**src/rtl/m_mc_ctrl.sv**
```systemverilog
// m_mc_ctrl: multi-cycle sequencing controller for the RV32I datapath.
// It steps each instruction through IF/ID/EX/MEM/WB. It drives the datapath
// write and read enables, waits on the memory ready handshakes, and supports
// a debug halt. It traps illegal opcodes and counts cycles and retired
// instructions.
//
// Ports:
//   w_clk, w_rst       clock; synchronous active-high reset
//   w_op               opcode field ir[6:0], valid from ID onward
//   w_imem_rdy         instruction memory data valid this cycle
//   w_dmem_rdy         data memory access complete this cycle
//   w_halt             debug halt request
//   r_state            FSM state (IF=0 ID=1 EX=2 MEM=3 WB=4 HALT=5)
//   w_imem_re/w_ir_we  fetch request / instruction register load
//   w_pc_we            next-PC load, high only in the retire cycle
//   w_rf_we            register file write enable
//   w_dmem_re/we       data memory read / write request
//   r_illegal          sticky illegal-opcode flag
//   r_cycle            count of non-HALT cycles
//   r_retired          count of retired instructions
module m_mc_ctrl #(
    parameter int unsigned CNT_W = 32
) (
    input  logic             w_clk,
    input  logic             w_rst,
    input  logic [6:0]       w_op,
    input  logic             w_imem_rdy,
    input  logic             w_dmem_rdy,
    input  logic             w_halt,
    output logic [2:0]       r_state,
    output logic             w_imem_re,
    output logic             w_ir_we,
    output logic             w_pc_we,
    output logic             w_rf_we,
    output logic             w_dmem_re,
    output logic             w_dmem_we,
    output logic             r_illegal,
    output logic [CNT_W-1:0] r_cycle,
    output logic [CNT_W-1:0] r_retired
);

    typedef enum logic [2:0] {
        S_IF   = 3'd0,
        S_ID   = 3'd1,
        S_EX   = 3'd2,
        S_MEM  = 3'd3,
        S_WB   = 3'd4,
        S_HALT = 3'd5
    } state_t;

    localparam logic [6:0] OP_ALU_R  = 7'b0110011;
    localparam logic [6:0] OP_ALU_I  = 7'b0010011;
    localparam logic [6:0] OP_LOAD   = 7'b0000011;
    localparam logic [6:0] OP_STORE  = 7'b0100011;
    localparam logic [6:0] OP_BRANCH = 7'b1100011;

    state_t state_q;
    logic   is_alu, is_load, is_store, is_branch;
    logic   retire_c;

    assign r_state   = state_q;
    assign is_alu    = (w_op == OP_ALU_R) || (w_op == OP_ALU_I);
    assign is_load   = (w_op == OP_LOAD);
    assign is_store  = (w_op == OP_STORE);
    assign is_branch = (w_op == OP_BRANCH);

    // Enable decode; reset suppresses everything in the same cycle so an
    // abandoned instruction never writes PC, RF or memory.
    always_comb begin
        w_imem_re = 1'b0;
        w_ir_we   = 1'b0;
        w_rf_we   = 1'b0;
        w_dmem_re = 1'b0;
        w_dmem_we = 1'b0;
        retire_c  = 1'b0;
        if (!w_rst) begin
            case (state_q)
                S_IF: begin
                    w_imem_re = 1'b1;
                    w_ir_we   = w_imem_rdy;
                end
                S_EX: retire_c = is_branch;
                S_MEM: begin
                    w_dmem_re = is_load;
                    w_dmem_we = is_store;
                    retire_c  = is_store && w_dmem_rdy;
                end
                S_WB: begin
                    w_rf_we  = 1'b1;
                    retire_c = 1'b1;
                end
                default: ;
            endcase
        end
        w_pc_we = retire_c;
    end

    // State register, sticky illegal flag and counters.
    always_ff @(posedge w_clk) begin
        if (w_rst) begin
            state_q   <= S_IF;
            r_illegal <= 1'b0;
            r_cycle   <= '0;
            r_retired <= '0;
        end else begin
            if (state_q != S_HALT) r_cycle <= r_cycle + CNT_W'(1);
            if (retire_c)          r_retired <= r_retired + CNT_W'(1);
            case (state_q)
                S_IF: begin
                    // A completing fetch wins over a simultaneous halt.
                    if (w_imem_rdy)  state_q <= S_ID;
                    else if (w_halt) state_q <= S_HALT;
                end
                S_ID: begin
                    if (is_alu || is_load || is_store || is_branch) begin
                        state_q <= S_EX;
                    end else begin
                        r_illegal <= 1'b1;
                        state_q   <= S_HALT;
                    end
                end
                S_EX: begin
                    if (is_load || is_store) state_q <= S_MEM;
                    else if (is_alu)         state_q <= S_WB;
                    else if (!is_branch) begin
                        r_illegal <= 1'b1;
                        state_q   <= S_HALT;
                    end
                end
                S_MEM: begin
                    if (w_dmem_rdy && is_load) state_q <= S_WB;
                    else if (!is_load && !is_store) begin
                        r_illegal <= 1'b1;
                        state_q   <= S_HALT;
                    end
                end
                S_HALT: begin
                    if (!r_illegal && !w_halt) state_q <= S_IF;
                end
                default: state_q <= S_IF;
            endcase
            // Retire cycle: return to fetch, or park if a halt is pending.
            if (retire_c) state_q <= w_halt ? S_HALT : S_IF;
        end
    end

endmodule

```
**config.mk**
```make
export PLATFORM = sky130hd
export DESIGN_NAME = m_mc_ctrl
export DESIGN_NICKNAME = d
export VERILOG_FILES = /design/src/rtl/m_mc_ctrl.sv
export SDC_FILE = /design/constraint.sdc
export NUM_CORES = 1
export LEC_CHECK = 0
export ABC_AREA = 1
export BUFFER_PORTS_ARGS = -buffer_cell sky130_fd_sc_hd__buf_2
export CAP_MARGIN = 20
export CORE_MARGIN = 2
export CORE_UTILIZATION = 56
export DETAILED_ROUTE_END_ITERATION = 8
export HOLD_SLACK_MARGIN = 0.02
export PLACE_DENSITY = 0.92
export SYNTH_ARGS = -nofsm -noshare
export SYNTH_HDL_FRONTEND = slang
export SYNTH_SLANG_ARGS = --single-unit
```
**constraint.sdc**
```tcl
create_clock -name w_clk -period 1.8 [get_ports w_clk]
set_input_delay 0.18 -clock w_clk [delete_from_list [all_inputs] [get_ports w_clk]]
set_output_delay 0.18 -clock w_clk [all_outputs]
set_load 0.02 [all_outputs]
```
# Yosys cells after proc, flatten, opt, wreduce, memory -nomap -nowiden
# Index checks and enable logic that the tools add are counted.
dict set report word_totals {
  reg_bits 68
  out_inout_bits 74
  wordCells 75
}
dict set report classes {
  add_sub_neg 2
  n_eq_ne 21
  n_mux 31
  n_reduce_logical 17
}
# op count
set ops {}
lappend ops {{32-bit by 1-bit adder with 32-bit output (second input constant)} 2}
lappend ops {{3-bit 2-to-1 mux} 11}
lappend ops {{1-bit 2-to-1 mux} 17}
lappend ops {{3-bit one-hot mux with 5 select lines} 1}
lappend ops {{7-bit by 6-bit == test with 1-bit output (second input constant)} 2}
lappend ops {{2-bit != test (second input constant)} 6}
lappend ops {{4-bit != test (second input constant)} 2}
lappend ops {{7-bit by 2-bit == test with 1-bit output (second input constant)} 1}
lappend ops {{7-bit by 5-bit == test with 1-bit output (second input constant)} 1}
lappend ops {{7-bit == test (second input constant)} 1}
lappend ops {{7-bit AND reduction} 1}
lappend ops {{3-bit by 2-bit == test with 1-bit output (second input constant)} 2}
lappend ops {{3-bit == test (second input constant)} 2}
lappend ops {{3-bit != test (second input constant)} 2}
lappend ops {{1-bit one-hot mux with 3 select lines} 2}
lappend ops {{1-bit logical OR} 5}
lappend ops {{5-bit != test (second input constant)} 1}
lappend ops {{1-bit logical AND} 4}
lappend ops {{1-bit logical NOT} 4}
lappend ops {{4-bit AND reduction} 1}
lappend ops {{3-bit by 1-bit == test with 1-bit output (second input constant)} 1}
lappend ops {{3-bit logical NOT} 1}
lappend ops {{3-bit nonzero test} 1}

# Depth between registers and ports, before layout
# Gate-level depths: netlist of run 1.
dict set report depth {
  word_depth 8
  depth_mapped 12
}

# Least setup slack after synthesis of run 1
# No wires, ideal clock.
dict set report synth_timing {
  path_kind {reg2reg}
  start {reg r_retired[0]}
  end {reg r_retired[20]}
  arrival_ns 1.665
  required_time_ns 1.681
  slack_ns 0.015
  path_stages_with_launch 9
  n_path_buf 0
  cell_sequence {dfxtp_1 ha_1 nand3_1 nor2_1 nand2_1 nor2_1 nand3_1 o21ai_0 a21oi_1}
}
dict set report synth_between {
  elab_chain_len 1
}
# element line_no
set synth_lines {}
lappend synth_lines {{from (decl)} 39} ;# output logic [CNT_W-1:0] r_retired
lappend synth_lines {{from (signal assigned)} 107} ;# if (retire_c) r_retired <= r_retired + CNT_W'(1);
lappend synth_lines {{32-bit by 1-bit adder with 32-bit output} 107}
# No other way between the ends.
# A chain may end at the register's enable or synchronous reset.

# Worst setup path after layout of run 1
dict set report layout_timing {
  start {reg r_retired[3]}
  end {reg r_retired[25]}
}
# The elaborated chain is that of the path after synthesis.

==> impl_metrics.tcl, run 1 <==
set metrics [dict create \
    final.hold.worst_slack_ps 229.2 \
    layout.filler_cells 665 \
    die_w_um 90.90 \
    avgRoutedWirePerCell_um 12.82 \
    yosysSeqAreaShare_pct 32.19 \
    detailed_place_hpwl_mm 8.653 \
    grt-busiest-layer "met2" \
    syn_to_final_growth_pct 19.67 \
    clk-insertion-delay-late_ps 340 \
    cts_tree "yes" \
    ratio_of_cells_with_drive_above_1_in_the_final_layout_pct 18.73 \
    drv_cap 0 \
    antennaDiodeCount 0 \
    numCtsBuffers 9 \
    met3_usage_pct 4.508 \
    post_synth.cell_area_avg_sq_um 6.024 \
    setup_tns_ps 0 \
    clock-root-buffer "clkbuf_8" \
    die_area_sq_mm 0.008263 \
    drcViolationCount 0 \
    place.port_buffers 85 \
    finalSetupViolations 0 \
    drt_iter0_drc 272 \
    worst-endpoint-required_ps 2030 \
    worst_ep_arrival_time_ps 1920 \
    met1_usage_pct 34.06 \
    start_kind "flip-flop" \
    max_freq_mhz 592.2 \
    globalRouteOverflowTotal 0 \
    first_pass_iters 5 \
    r2r_cells 9 \
    floorplan.initialDensity_pct 58.00 \
    wl_mm 11.60 \
    syn-instance-count 702 \
    rows 31 \
    worstPathCellList "nand2_1 > nor2_1 > nand2_1 > nor2_2 > nand2_1 > clkinv_1 > nand3_1 > o21ai_0 > nor2_1" \
    place.gp.congestion 0.9617 \
    max-slew-margin-rel_pct 74.83 \
    maximum_number_of_pins_on_one_net_before_global_route_repair 30 \
    clock_sinks 68 \
    yosys.area.top_type "dfxtp_1" \
    die_y_um 90.90 \
    initial_antenna_violation_count 0 \
    cts_buffer_depth 2 \
    final_core_utilization_pct 69.41 \
    timing.final.crit_share_pct 93.81 \
    ioPinCount 86 \
    antenna_left 0 \
    synth-seq-cells 68 \
    ctsHoldBuffers 0 \
    hold_path_depth 2 \
    worst_hold_path_type "in2reg" \
    vdd.ir_drop.worst_mv 0.6573 \
    clock-skew-final_ps 5.975 \
    final-hold-violation-count 0 \
    synth_cell_types 35 \
    totalPowerFinal_uw 3776 \
    power.density_cell_area_mw_per_mm2 746.1 \
    timing.critical_path.slowest_stage_cell "dfxtp_1" \
    synth.cell_area_sq_mm 0.004229 \
    gr-usage-all-layers_pct 28.29 \
    worstSetupEndpointType "flip-flop" \
    outcome "complete, no violations" \
    critical_path.max_stage_delay_ps 450 \
    syn-num-nets 716 \
    timing.critical_path.fanout_max 6 \
    max_slew_violation_count 0 \
    path_clk_slew_ps 70 \
    grt.met2_usage_pct 48.94 \
    grt_first_pass_wirelength_mm 19.46 \
    vias_in_the_first_global_route 4533 \
    detailroute.via_count 4915 \
    min_period_ps 1689 \
    critPathMostFrequentCell "nand2_1" \
    yosys_warnings 0 \
    total_leakage_power_uw 0.002053 \
    top_cells_by_area_in_the_synthesized_netlist "dfxtp_1 (32%), nand2_1 (21%), nor2_1 (9.8%)" \
    tightestPinTransition_ps 374.6 \
    core_area_sq_mm 0.007292 \
    route.detailed.vias_per_inst 5.431 \
    finish.net_count 816 \
    synth_top_cell_area_share_pct 32.19 \
    critPathKind "reg2reg" \
    clock_tree.htree_level_count 3 \
]
==> cell families after synthesis <==
| family | after synthesis | synth area share (%) |
|---|---|---|
| AOI/OAI and AO/OA | 77 | 9.734 |
| xor gates and xnor gates | 11 | 2.278 |
| adders and majority gates | 2 | 0.5916 |
| buffers and inverters | 87 | 8.639 |
| DFF | 68 | 32.19 |
| and+or+nand+nor | 457 | 46.57 |
==> placed cells by master, fill, tap and decap left out <==
cell	count
nand2_2	3
buf_4	19
ha_2	2
nand2_1	242
dfxtp_1	62
o21ai_1	4
o21a_1	5
buf_2	84
nor3_2	1
nand2_4	1
nand3_2	5
nand3_4	2
nor2_1	110
xor2_1	11
nor4_1	3
nand3b_1	11
dfxtp_2	6
a21oi_1	50
inv_1	69
and3_1	2
and2_1	1
nand3_1	33
nor2_4	6
nor2_2	6
clkinv_1	2
clkinv_2	1
o21ai_0	13
clkbuf_1	3
inv_2	1
clkbuf_8	10
nor3b_2	1
nor3_1	28
bufinv_16	1
inv_8	1
a31oi_1	3
nand4_1	2
a211oi_2	1
a22oi_1	1
==> path summary, 6_finish.rpt <==
check                             from  slack (ps)                          to
max          r_retired[3]$_SDFFE_PP0P_         110  r_retired[25]$_SDFFE_PP0P_
min                              w_rst         230     r_state[0]$_SDFFE_PP0P_
max reg2reg  r_retired[3]$_SDFFE_PP0P_         110  r_retired[25]$_SDFFE_PP0P_
min reg2reg    r_cycle[0]$_SDFFE_PP0P_         470     r_cycle[0]$_SDFFE_PP0P_
==> critical path, delay by kind of cell (launching register included) <==
kind                   cells  cell delay [ps]
flip-flops                 1              450
AND/OR/NAND/NOR            7              850
AO/OA/AOI/OAI              1              190
buffers and inverters      1              100
==> Yosys cell counts, drive strengths merged <==
cell and n:
nand3b 11, nand3 40, clkbuf 8, dfxtp 68
o21ai 17, ha 2, a22oi 1, nor3 29
nand2 246, nor2 122, nand4 2, o21a 5
a211oi 1, buf 6, xor2 11, and3 2
a21oi 50, clkinv 2, a31oi 3, nor4 3
nor3b 1, inv 71, and2 1
==> metrics by stage <==
step	setup WS [ps]	instances	instance area [sq um]
final	111.4	905	5061
after global routing	-2.046	905	5061
after CTS	79.73	903	5004
after detailed placement	87.60	887	4805
after global placement	160.4	887	4805
after floorplan	15.12	702	4229
==> power by group <==
| part | internal, uW | switching (uW) |
|---|---|---|
| clock network | 671 | 558 |
| registers | 1570 | 82.7 |
| logic | 284 | 607 |
==> flip-flops by register name, summed over array words and instances, names as in the netlist <==
register / cells
r_retired: 32
r_cycle: 32
r_illegal: 1
r_state: 3
==> repair_timing <==
item / 4_1_cts / 5_1_grt
pin swaps: 0 / 1
endpoints found under the setup margin: 1 / 13
buffers inserted: 1 / 2
gates resized for setup: 4 / 12
endpoints found under the hold margin: 0 / 0
==> per-layer routing <==
metal,part of all wire (%),up-vias
li1,-,2422
met5,0,-
met3,8.4,33
met4,3.2,0
met2,48,247
met1,41,2213
==> layout make-up <==
| type | instances | area [sq um] | area share, % |
|---|---|---|---|
| multi-input combinational | 547 | 2540 | 50.19 |
| timing repair buffer | 103 | 563.0 | 11.12 |
| clock inverter | 2 | 35.03 | 0.6922 |
| tap | 99 | 123.9 | 2.447 |
| clock buffer | 13 | 148.9 | 2.942 |
| sequential | 68 | 1369 | 27.05 |
| inverter | 73 | 281.5 | 5.562 |
(Power assumes the default switching activity.)
==> run 2, diff against run 1 <==
--- a/config.mk
+++ b/config.mk
@@ -12,6 +12,7 @@
 export CORE_UTILIZATION = 56
 export DETAILED_ROUTE_END_ITERATION = 8
 export HOLD_SLACK_MARGIN = 0.02
+export MAX_ROUTING_LAYER = met4
 export PLACE_DENSITY = 0.92
 export SYNTH_ARGS = -nofsm -noshare
 export SYNTH_HDL_FRONTEND = slang
==> run 2 against run 1 <==
Die area did not move. Global-route usage increased by 1.9 points. Critical path depth shrank 1. Cell count up 0.44%. Largest power group unchanged. First-iteration DRC count is 17% higher. Utilization rose by 0.96 points. Design area rose by 1.4%. Clock power rose by 18%. Wire length up 3.1%. Register-to-register slack about the same. Combinational power is 9.0% higher.
==> impl_metrics.tcl, run 2 (synthesized netlist as in run 1, its figures left out) <==
set metrics [dict create \
    place.gp.congestion 0.9572 \
    drv_cap 0 \
    layout.filler_cells 662 \
    final.hold.worst_slack_ps 205.3 \
    drcViolationCount 0 \
    route.detailed.vias_per_inst 5.363 \
    clock-skew-final_ps 14.88 \
    setup_repair_after_global_routing_missed_its_margin "false" \
    critPathKind "reg2out" \
    worst_ep_arrival_time_ps 1520 \
    place_ws_ps 88.15 \
    antennaDiodeCount 0 \
    layout.cells.most_common "nand2_1" \
    max_freq_mhz 586.6 \
    ctsHoldBuffers 0 \
    worstSetupEndpointType "output pin" \
    floorplan.initialDensity_pct 58.00 \
    cp-startpoint "r_state[2]$_SDFFE_PP0P_" \
    path_clk_slew_ps 80 \
    place.port_buffers 85 \
    gr-usage-all-layers_pct 30.18 \
    numCtsBuffers 9 \
    cts_tree "yes" \
    totalPowerFinal_uw 4080 \
    maximum_number_of_pins_on_one_net_before_global_route_repair 32 \
    max_slew_violation_count 0 \
    setup_tns_ps 0 \
    worstPathCellList "inv_2 > nand2_1 > nor2_4 > nand3_4 > nand3_4 > nand2_4 > inv_8 > buf_4" \
    die_y_um 90.90 \
    finalSetupViolations 0 \
    finish.net_count 819 \
    cts_buffer_depth 2 \
    globalRouteOverflowTotal 0 \
    die_area_sq_mm 0.008263 \
    critical_path.max_stage_delay_ps 350 \
    detailroute.via_count 4875 \
    power.density_cell_area_mw_per_mm2 795.2 \
    final-hold-violation-count 0 \
    final_core_utilization_pct 70.37 \
    timing.critical_path.fanout_max 4 \
    syn_to_final_growth_pct 21.33 \
    reg2reg_from "r_cycle[1]$_SDFFE_PP0P_" \
    drt_iter0_drc 318 \
    rows 31 \
    wl_mm 11.97 \
    tightestPinTransition_ps 366.4 \
    critPathMostFrequentCell "nand3_4" \
    worst-endpoint-required_ps 1620 \
    vdd.ir_drop.worst_mv 0.6117 \
    start_kind "flip-flop" \
    clock-root-buffer "clkbuf_8" \
    detailed_place_hpwl_mm 8.875 \
    clock_sinks 68 \
    vias_in_the_first_global_route 4595 \
    worst_hold_path_type "in2reg" \
    worst_hold_startpoint "w_rst" \
    cell_type_group_with_the_largest_total_delay_on_the_critical_path "simple AND/OR/NAND/NOR gates" \
    outcome "complete, no violations" \
    min_period_ps 1705 \
    antenna_left 0 \
    total_leakage_power_uw 0.002097 \
    clock_tree.htree_level_count 3 \
    timing.final.crit_share_pct 94.71 \
    first_pass_iters 4 \
    initial_antenna_violation_count 0 \
    ratio_of_cells_with_drive_above_1_in_the_final_layout_pct 19.51 \
    avgRoutedWirePerCell_um 13.17 \
    grt_first_pass_wirelength_mm 20.04 \
    critical_path_buf_inv_count 3 \
    max-slew-margin-rel_pct 75.39 \
    core_area_sq_mm 0.007292 \
    ioPinCount 86 \
    die_w_um 90.90 \
    clk-insertion-delay-late_ps 360 \
    timing.critical_path.slowest_stage_cell "dfxtp_1" \
    layout_setup_ws_ps 95.24 \
    layout_common_cells "nand2_1 (242), nor2_1 (109), buf_2 (84)" \
]
run 2: final cells by class:
class | instances | area [sq um] | share of cell area [%]
multi-input cells | 547 | 2530 | 49.31
well taps | 99 | 123.9 | 2.414
repair buffers | 106 | 598.1 | 11.66
clock buffers | 10 | 137.6 | 2.682
clock inverters | 6 | 87.58 | 1.707
flip-flops and latches | 68 | 1373 | 26.75
inverters | 73 | 281.5 | 5.486
run 2: final timing paths:
path	end	slack, ps	cells after the start
setup / recovery	w_pc_we	100	8
hold / removal	r_retired[19]$_SDFFE_PP0P_	210	2
setup reg to reg	r_cycle[20]$_SDFFE_PP0P_	120	8
hold reg to reg	r_illegal$_SDFFE_PP0P_	470	2
run 2: what timing repair did:
action | 4_1_cts | 5_1_grt
gates cloned | 0 | 0
setup buffers | 1 | 3
gates resized for setup | 4 | 13
pin swaps | 0 | 3
setup endpoints to repair | 1 | 15
run 2: power breakdown:
group,switching [uW],total (uW),internal [uW]
combinational,637,971,334
sequential,83.6,1660,1580
clock,631,1450,818
total,1350,4080,2730
run 2: metrics by stage:
step,cell area [sq um],cells
global route,5131,909
finish,5131,909
floorplan,4229,702
CTS,5072,906
global placement,4832,889
detailed placement,4832,889
run 2: worst reg2reg max path, stage by stage (launching register included):
cell and delay, ps:
dfxtp_1 400, ha_2 260, nand3_2 130, nor2_4 150, nand2_2 110, nor2_4 210, nand3_1 130, o21ai_1 150
nor2_1 60
run 2: per-layer routing:
layer / track usage [%] / share of wire (%)
met5: - / 0
met4: 14.02 / 3.2
met3: 5.509 / 7.5
met2: 50.68 / 48
met1: 35.04 / 42
